### config.mk
export PLATFORM = sky130hd
export DESIGN_NAME = cfg_scan_loader
export DESIGN_NICKNAME = d
export VERILOG_FILES = /design/src/rtl/cfg_pkg.sv /design/src/rtl/crc8_serial.sv /design/src/rtl/cfg_scan_loader.sv
export SDC_FILE = /design/constraint.sdc
export NUM_CORES = 1
export LEC_CHECK = 0
export CORE_ASPECT_RATIO = 0.7
export CORE_MARGIN = 1
export CORE_UTILIZATION = 50
export DETAILED_ROUTE_END_ITERATION = 7
export GPL_ROUTABILITY_DRIVEN = 0
export PLACE_DENSITY = 0.76
export REMOVE_ABC_BUFFERS = 1
export SLEW_MARGIN = 15
export SYNTH_ARGS = -nofsm -noshare
export SYNTH_HDL_FRONTEND = slang
export SYNTH_HIERARCHICAL = 1
export SYNTH_SLANG_ARGS = --single-unit
### constraint.sdc
create_clock -name scan_clk -period 2.2 [get_ports scan_clk]
set_input_delay 0.33 -clock scan_clk [delete_from_list [all_inputs] [get_ports scan_clk]]
set_output_delay 0.33 -clock scan_clk [all_outputs]
set_load 0.03 [all_outputs]
### src/rtl/cfg_pkg.sv
// Shared types and helpers for the configuration scan-chain loader and its
// CRC-8 checkers.
package cfg_pkg;

  typedef enum logic [1:0] {
    IDLE  = 2'd0,
    SHIFT = 2'd1,
    CRC   = 2'd2,
    DONE  = 2'd3
  } state_e;

  localparam logic [7:0] CRC8_POLY = 8'h07;
  localparam logic [7:0] CRC8_INIT = 8'h00;

  function automatic int calc_words(input int chain_len, input int word_width);
    return (chain_len + word_width - 1) / word_width;
  endfunction

  function automatic logic [7:0] crc8_step(input logic [7:0] crc, input logic bit_in);
    logic fb;
    fb = crc[7] ^ bit_in;
    return {crc[6:0], 1'b0} ^ (fb ? CRC8_POLY : 8'h00);
  endfunction

endpackage

### src/rtl/crc8_serial.sv
// Bit-serial CRC-8 (poly 0x07): one step per valid bit.
// The clear input has priority over bit_valid and reloads CRC8_INIT.
module crc8_serial
  import cfg_pkg::*;
(
  input  logic       clk,
  input  logic       clear,
  input  logic       bit_valid,
  input  logic       bit_in,
  output logic [7:0] crc
);

  logic [7:0] crc_q;
  logic [7:0] crc_d;

  always_comb begin
    crc_d = crc_q;
    if (clear) begin
      crc_d = CRC8_INIT;
    end else if (bit_valid) begin
      crc_d = crc8_step(crc_q, bit_in);
    end
  end

  always_ff @(posedge clk) begin
    crc_q <= crc_d;
  end

  assign crc = crc_q;

endmodule

### src/rtl/cfg_scan_loader.sv
// Serializes configuration words onto the CLB scan chain, then checks a CRC-8 trailer.
// States: IDLE wait start | SHIFT serialize words | CRC await trailer | DONE report result.
module cfg_scan_loader
  import cfg_pkg::*;
#(
  parameter int CHAIN_LEN  = 29,
  parameter int WORD_WIDTH = 8,
  parameter int CNT_WIDTH  = 16
)
(
  input  logic                  scan_clk,
  input  logic                  reset,
  input  logic                  start,
  input  logic [WORD_WIDTH-1:0] cfg_data,
  input  logic                  cfg_valid,
  output logic                  cfg_ready,
  output logic                  scan_data,
  output logic                  scan_en,
  output logic                  busy,
  output logic                  done,
  output logic                  crc_err,
  output logic [CNT_WIDTH-1:0]  bit_count
);

  localparam int WORDS     = calc_words(CHAIN_LEN, WORD_WIDTH);
  localparam int LAST_BITS = CHAIN_LEN - (WORDS - 1) * WORD_WIDTH;
  localparam int IDX_W     = $clog2(WORD_WIDTH + 1);
  localparam int WC_W      = $clog2(WORDS + 1);

  localparam logic [IDX_W-1:0]     FULL_BITS_W   = IDX_W'(WORD_WIDTH);
  localparam logic [IDX_W-1:0]     LAST_BITS_W   = IDX_W'(LAST_BITS);
  localparam logic [WC_W-1:0]      WORDS_W       = WC_W'(WORDS);
  localparam logic [WC_W-1:0]      LAST_WORD_IDX = WC_W'(WORDS - 1);
  localparam logic [CNT_WIDTH-1:0] LAST_BIT_CNT  = CNT_WIDTH'(CHAIN_LEN - 1);

  state_e                state_q,     state_d;
  logic [WORD_WIDTH-1:0] buf_q,       buf_d;
  logic [IDX_W-1:0]      bits_left_q, bits_left_d;
  logic [WC_W-1:0]       words_q,     words_d;
  logic [CNT_WIDTH-1:0]  bit_count_q, bit_count_d;
  logic                  scan_en_q,   scan_en_d;
  logic                  busy_q,      busy_d;
  logic                  done_q,      done_d;
  logic                  crc_err_q,   crc_err_d;

  logic       ready_c;
  logic       shift_now;
  logic       load_clear;
  logic       crc_bit_valid;
  logic [7:0] crc_val;

  crc8_serial u_crc (
    .clk       (scan_clk),
    .clear     (reset | load_clear),
    .bit_valid (crc_bit_valid),
    .bit_in    (buf_q[0]),
    .crc       (crc_val)
  );

  always_comb begin
    state_d       = state_q;
    buf_d         = buf_q;
    bits_left_d   = bits_left_q;
    words_d       = words_q;
    bit_count_d   = bit_count_q;
    done_d        = done_q;
    crc_err_d     = crc_err_q;
    ready_c       = 1'b0;
    load_clear    = 1'b0;
    crc_bit_valid = 1'b0;
    shift_now     = (bits_left_q != '0);

    case (state_q)
      IDLE, DONE: begin
        if (start) begin
          state_d     = SHIFT;
          buf_d       = '0;
          bits_left_d = '0;
          words_d     = '0;
          bit_count_d = '0;
          done_d      = 1'b0;
          crc_err_d   = 1'b0;
          load_clear  = 1'b1;
        end
      end
      SHIFT: begin
        ready_c = (words_q < WORDS_W) && (bits_left_q <= IDX_W'(1));
        if (shift_now) begin
          crc_bit_valid = 1'b1;
          bit_count_d   = bit_count_q + 1'b1;
          bits_left_d   = bits_left_q - 1'b1;
          // Clearing an emptied buffer keeps scan_data low and drops the unused
          // upper bits of the final word.
          buf_d         = (bits_left_q == IDX_W'(1)) ? '0 : (buf_q >> 1);
        end
        if (cfg_valid && ready_c) begin
          buf_d       = cfg_data;
          bits_left_d = (words_q == LAST_WORD_IDX) ? LAST_BITS_W : FULL_BITS_W;
          words_d     = words_q + 1'b1;
        end
        if (shift_now && (bit_count_q == LAST_BIT_CNT)) begin
          state_d = CRC;
        end
      end
      CRC: begin
        ready_c = 1'b1;
        if (cfg_valid) begin
          crc_err_d = (cfg_data[7:0] != crc_val);
          done_d    = 1'b1;
          state_d   = DONE;
        end
      end
      default: state_d = IDLE;
    endcase

    scan_en_d = (bits_left_d != '0);
    busy_d    = (state_d == SHIFT) || (state_d == CRC);
  end

  always_ff @(posedge scan_clk) begin
    if (reset) begin
      state_q     <= IDLE;
      buf_q       <= '0;
      bits_left_q <= '0;
      words_q     <= '0;
      bit_count_q <= '0;
      scan_en_q   <= 1'b0;
      busy_q      <= 1'b0;
      done_q      <= 1'b0;
      crc_err_q   <= 1'b0;
    end else begin
      state_q     <= state_d;
      buf_q       <= buf_d;
      bits_left_q <= bits_left_d;
      words_q     <= words_d;
      bit_count_q <= bit_count_d;
      scan_en_q   <= scan_en_d;
      busy_q      <= busy_d;
      done_q      <= done_d;
      crc_err_q   <= crc_err_d;
    end
  end

  assign cfg_ready = ready_c;
  assign scan_data = buf_q[0];
  assign scan_en   = scan_en_q;
  assign busy      = busy_q;
  assign done      = done_q;
  assign crc_err   = crc_err_q;
  assign bit_count = bit_count_q;

endmodule

==> results.sh <==
export IMPL_outcome="completed"
export IMPL_cp_num_buf_inv=2
export IMPL_reg2regPathDepth=7
export IMPL_timing_final_ws_setup_ns=0.03915
export IMPL_cts_tree="yes"
export IMPL_synth_cell_types=62
export IMPL_routed_wl_um=6609
export IMPL_post_cts_buffers=0
export IMPL_hold_ws_ns=0.4608
export IMPL_io_buffers=33
export IMPL_die_y_um=62.70
export IMPL_period_minus_slack_ns=2.161
export IMPL_min_path_cells=2
export IMPL_drt_iter0_drc=154
export IMPL_ys_warn_count=6
export IMPL_power_internal_uw=1338
export IMPL_cts_root_buf="clkbuf_8"
export IMPL_combPwrFrac=0.189
export IMPL_row_count=21
export IMPL_dpl_worst_slack_ns=0.07840
export IMPL_worstPathArrival_ns=1.83
export IMPL_worstSkewPairLatency_ns=0.30
export IMPL_required_ns=1.87
export IMPL_clk_pin_slew_ns=0.08
export IMPL_die_w_um=88.71
export IMPL_synth_edf_count=0
export IMPL_syn2layout_area_growth_pct=21.92
export IMPL_start_util=0.5355
export IMPL_seq_power_share=0.461
export IMPL_power_share_switching=0.2703
export IMPL_cpMostUsedCell="buf_4"
export IMPL_postRouteAntennaNets=0
export IMPL_drc=0
export IMPL_antenna_found_initial=0
export IMPL_finClkSkew_ns=0.005342
export IMPL_cts_buffers=5
export IMPL_cp_slowest_stage_delay_ns=0.44
export IMPL_holdPathEnd="buf_q[4]$_SDFFE_PP0P_"
export IMPL_antennaDiodeCount=0
export IMPL_reg2reg_from="state_q[0]$_SDFF_PP0_"
export IMPL_grt_pass1_vias=2178
export IMPL_hold_start="buf_q[4]$_SDFFE_PP0P_"
export IMPL_cts_hold_buffers_added=0
export IMPL_clockBufferDepth=2
export IMPL_die_area_um2=5561
export IMPL_setup_worst_path_start="state_q[0]$_SDFF_PP0_"
export IMPL_endpoint_kind="output port"
export IMPL_fin_nets=369
export IMPL_layout_common_cells="dfxtp_1 (43), nor2_1 (34), clkdlybuf4s50_1 (32), nand2_1 (22), a21oi_1 (18)"
export IMPL_p_leak_uw=0.001124
export IMPL_min_period_over_period=0.9822
export IMPL_grt_max_degree=21
export IMPL_ioPinCount=34
export IMPL_ys_async_sr_fraction=0
export IMPL_mostFrequentLayoutCell="dfxtp_1"
export IMPL_cp_depth=5
export IMPL_rsz0062_at_grt="true"
export IMPL_avgSynthCellArea_um2=8.353
export IMPL_maxSlewViolCount=0
export IMPL_drive_gt1_frac=0.1200
export IMPL_switchingPower_uw=495.7
export IMPL_cts_sinks=45
export IMPL_maxSlewHeadroom=0.6117
export IMPL_path_class="flop to output port"
export IMPL_p_per_area_nw_per_um2=571.6
export IMPL_synth_seq_area_share=0.3424
export IMPL_hold_viol_final=0
export IMPL_htree_levels=2
export IMPL_r2r_setup_slack_ns=0.14
export IMPL_core_area_um2=4913
export IMPL_ys_ff_latch=45
export IMPL_slowest_stage="dfxtp_1"
export IMPL_grt_pass1_wl_um=10830
export IMPL_netlist_area_um2=2631
export IMPL_setup_viol=0
export IMPL_path_max_fanout=18
export IMPL_crit_chain="ha_2 -> buf_4 -> a41oi_1 -> nor2_1 -> buf_4"
export IMPL_min_delay_path_class="flop to flop"
export IMPL_num_vias=2429
export IMPL_ir_worst_vdd_uv=368.3
export IMPL_synth_cells=315
export IMPL_cpLargestDelayFamily="buffers and inverters"
export IMPL_routedWlPerCell_um=15.77
export IMPL_setup_tns_final_ns=0
export IMPL_p_clk_frac=0.350
export IMPL_crit_path_start_kind="flop"
export IMPL_r2r_end="busy$_SDFF_PP0_"
export IMPL_worst_slew_pin_slew_ns=0.5819
export IMPL_synthFlopType="dfxtp_1"
export IMPL_fmax_mhz=462.8
export IMPL_drt_pass1_iterations=4
export IMPL_viasPerCell=5.797
export IMPL_grt_overflow=0
export IMPL_grt_total_usage=0.2515
export IMPL_place_hpwl_um=4826
export IMPL_drv_cap=0
==> tightest hold or removal path: cells and delay by family (launching register included) <==
family | cells | cell delay, ns
simple gates | 1 | 0.05
flops | 1 | 0.32
compound gates | 1 | 0.05
==> what timing repair did <==
action / CTS / global route
endpoints found under the hold margin: 0 / 0
gates resized for setup: 4 / 6
endpoints found under the setup margin: 1 / 6
==> cell type report <==
type                       count  area (um^2)
tap                           69        86.33
inverter                      15        56.30
clock inverter                 1        30.03
sequential                    45        903.4
fill                         431         1705
multi-input combinational    238         1623
timing repair buffer          44        422.9
clock buffer                   7        86.33
==> how the worst max path moves through the flow <==
stage               slack [ns]                        end
finish                    0.04                  cfg_ready
global route             -0.03                  cfg_ready
CTS                       0.03                  cfg_ready
detailed placement        0.08            busy$_SDFF_PP0_
global placement          0.09            busy$_SDFF_PP0_
floorplan                -0.17  u_crc/crc[1]$_SDFFE_PP0P_
==> cells in the mapped netlist (2+ instances only) <==
cell type / count / area share
dfxtp_1: 45 / 0.34
and3_1: 4 / 0.0095
o22ai_1: 2 / 0.0048
nor2_1: 34 / 0.049
nor4_1: 5 / 0.012
xor2_1: 12 / 0.040
clkbuf_1: 5 / 0.0071
xnor2_1: 10 / 0.033
a211oi_1: 3 / 0.0086
nand4_1: 12 / 0.029
a21oi_1: 18 / 0.034
nand2b_1: 4 / 0.0095
or4b_1: 2 / 0.0076
o311ai_0: 2 / 0.0067
buf_4: 5 / 0.014
ha_1: 8 / 0.038
o21ai_1: 2 / 0.0038
mux2_2: 2 / 0.0086
o21ai_0: 15 / 0.029
nand2_1: 22 / 0.031
nor3_1: 10 / 0.019
or3_1: 2 / 0.0048
nor2b_1: 5 / 0.012
mux2i_1: 9 / 0.034
a22oi_1: 3 / 0.0086
inv_1: 15 / 0.021
nand4b_1: 2 / 0.0067
a21o_1: 3 / 0.0086
buf_2: 6 / 0.011
nand3_1: 16 / 0.030
==> through the flow <==
stage            util  instance area, um^2  std cells  power, uW
6_report       0.6529                 3208        419       1834
4_1_cts        0.6463                 3176        419       1835
2_1_floorplan       -                 2541        298       1070
5_1_grt        0.6529                 3208        419       1915
3_3_place_gp   0.6208                 3050        411       1191
3_5_place_dp   0.6208                 3050        411       1195
==> power groups by stage <==
stage | logic [uW] | clock network [uW] | registers, uW
after CTS | 337 | 653 | 845
after global placement | 327 | 0 | 864
after detailed placement | 331 | 0 | 864
after floorplan | 198 | 0 | 871
after global routing | 374 | 693 | 848
final | 347 | 641 | 845
==> state kept, by name, indices dropped and copies added (netlist names) <==
register,flops
bit_count,16
buf_q,8
u_crc/crc,8
bits_left_q,4
words_q,3
state_q,2
busy,1
crc_err,1
done,1
scan_en,1
==> cells by family (layout without fill, tap and decap cells) <==
kind of cell | count (synthesis) | count (layout) | share of synthesized area
xor gates and xnor gates | 22 | 22 | 0.07323
AOI/OAI and AO/OA | 63 | 63 | 0.1622
adders and majority gates | 8 | 8 | 0.03804
DFF | 45 | 45 | 0.3424
muxes | 11 | 11 | 0.04280
and+or+nand+nor | 134 | 134 | 0.2858
buffers and inverters | 32 | 67 | 0.05563
==> per-layer routing <==
metal / share of wire / global-route usage
met1: 0.53 / 0.4015
met2: 0.41 / 0.3346
met3: 0.049 / 0.05020
met4: 0.011 / 0.06452
met5: 0 / 0
No activity file was read; power rests on OpenSTA's default activity.
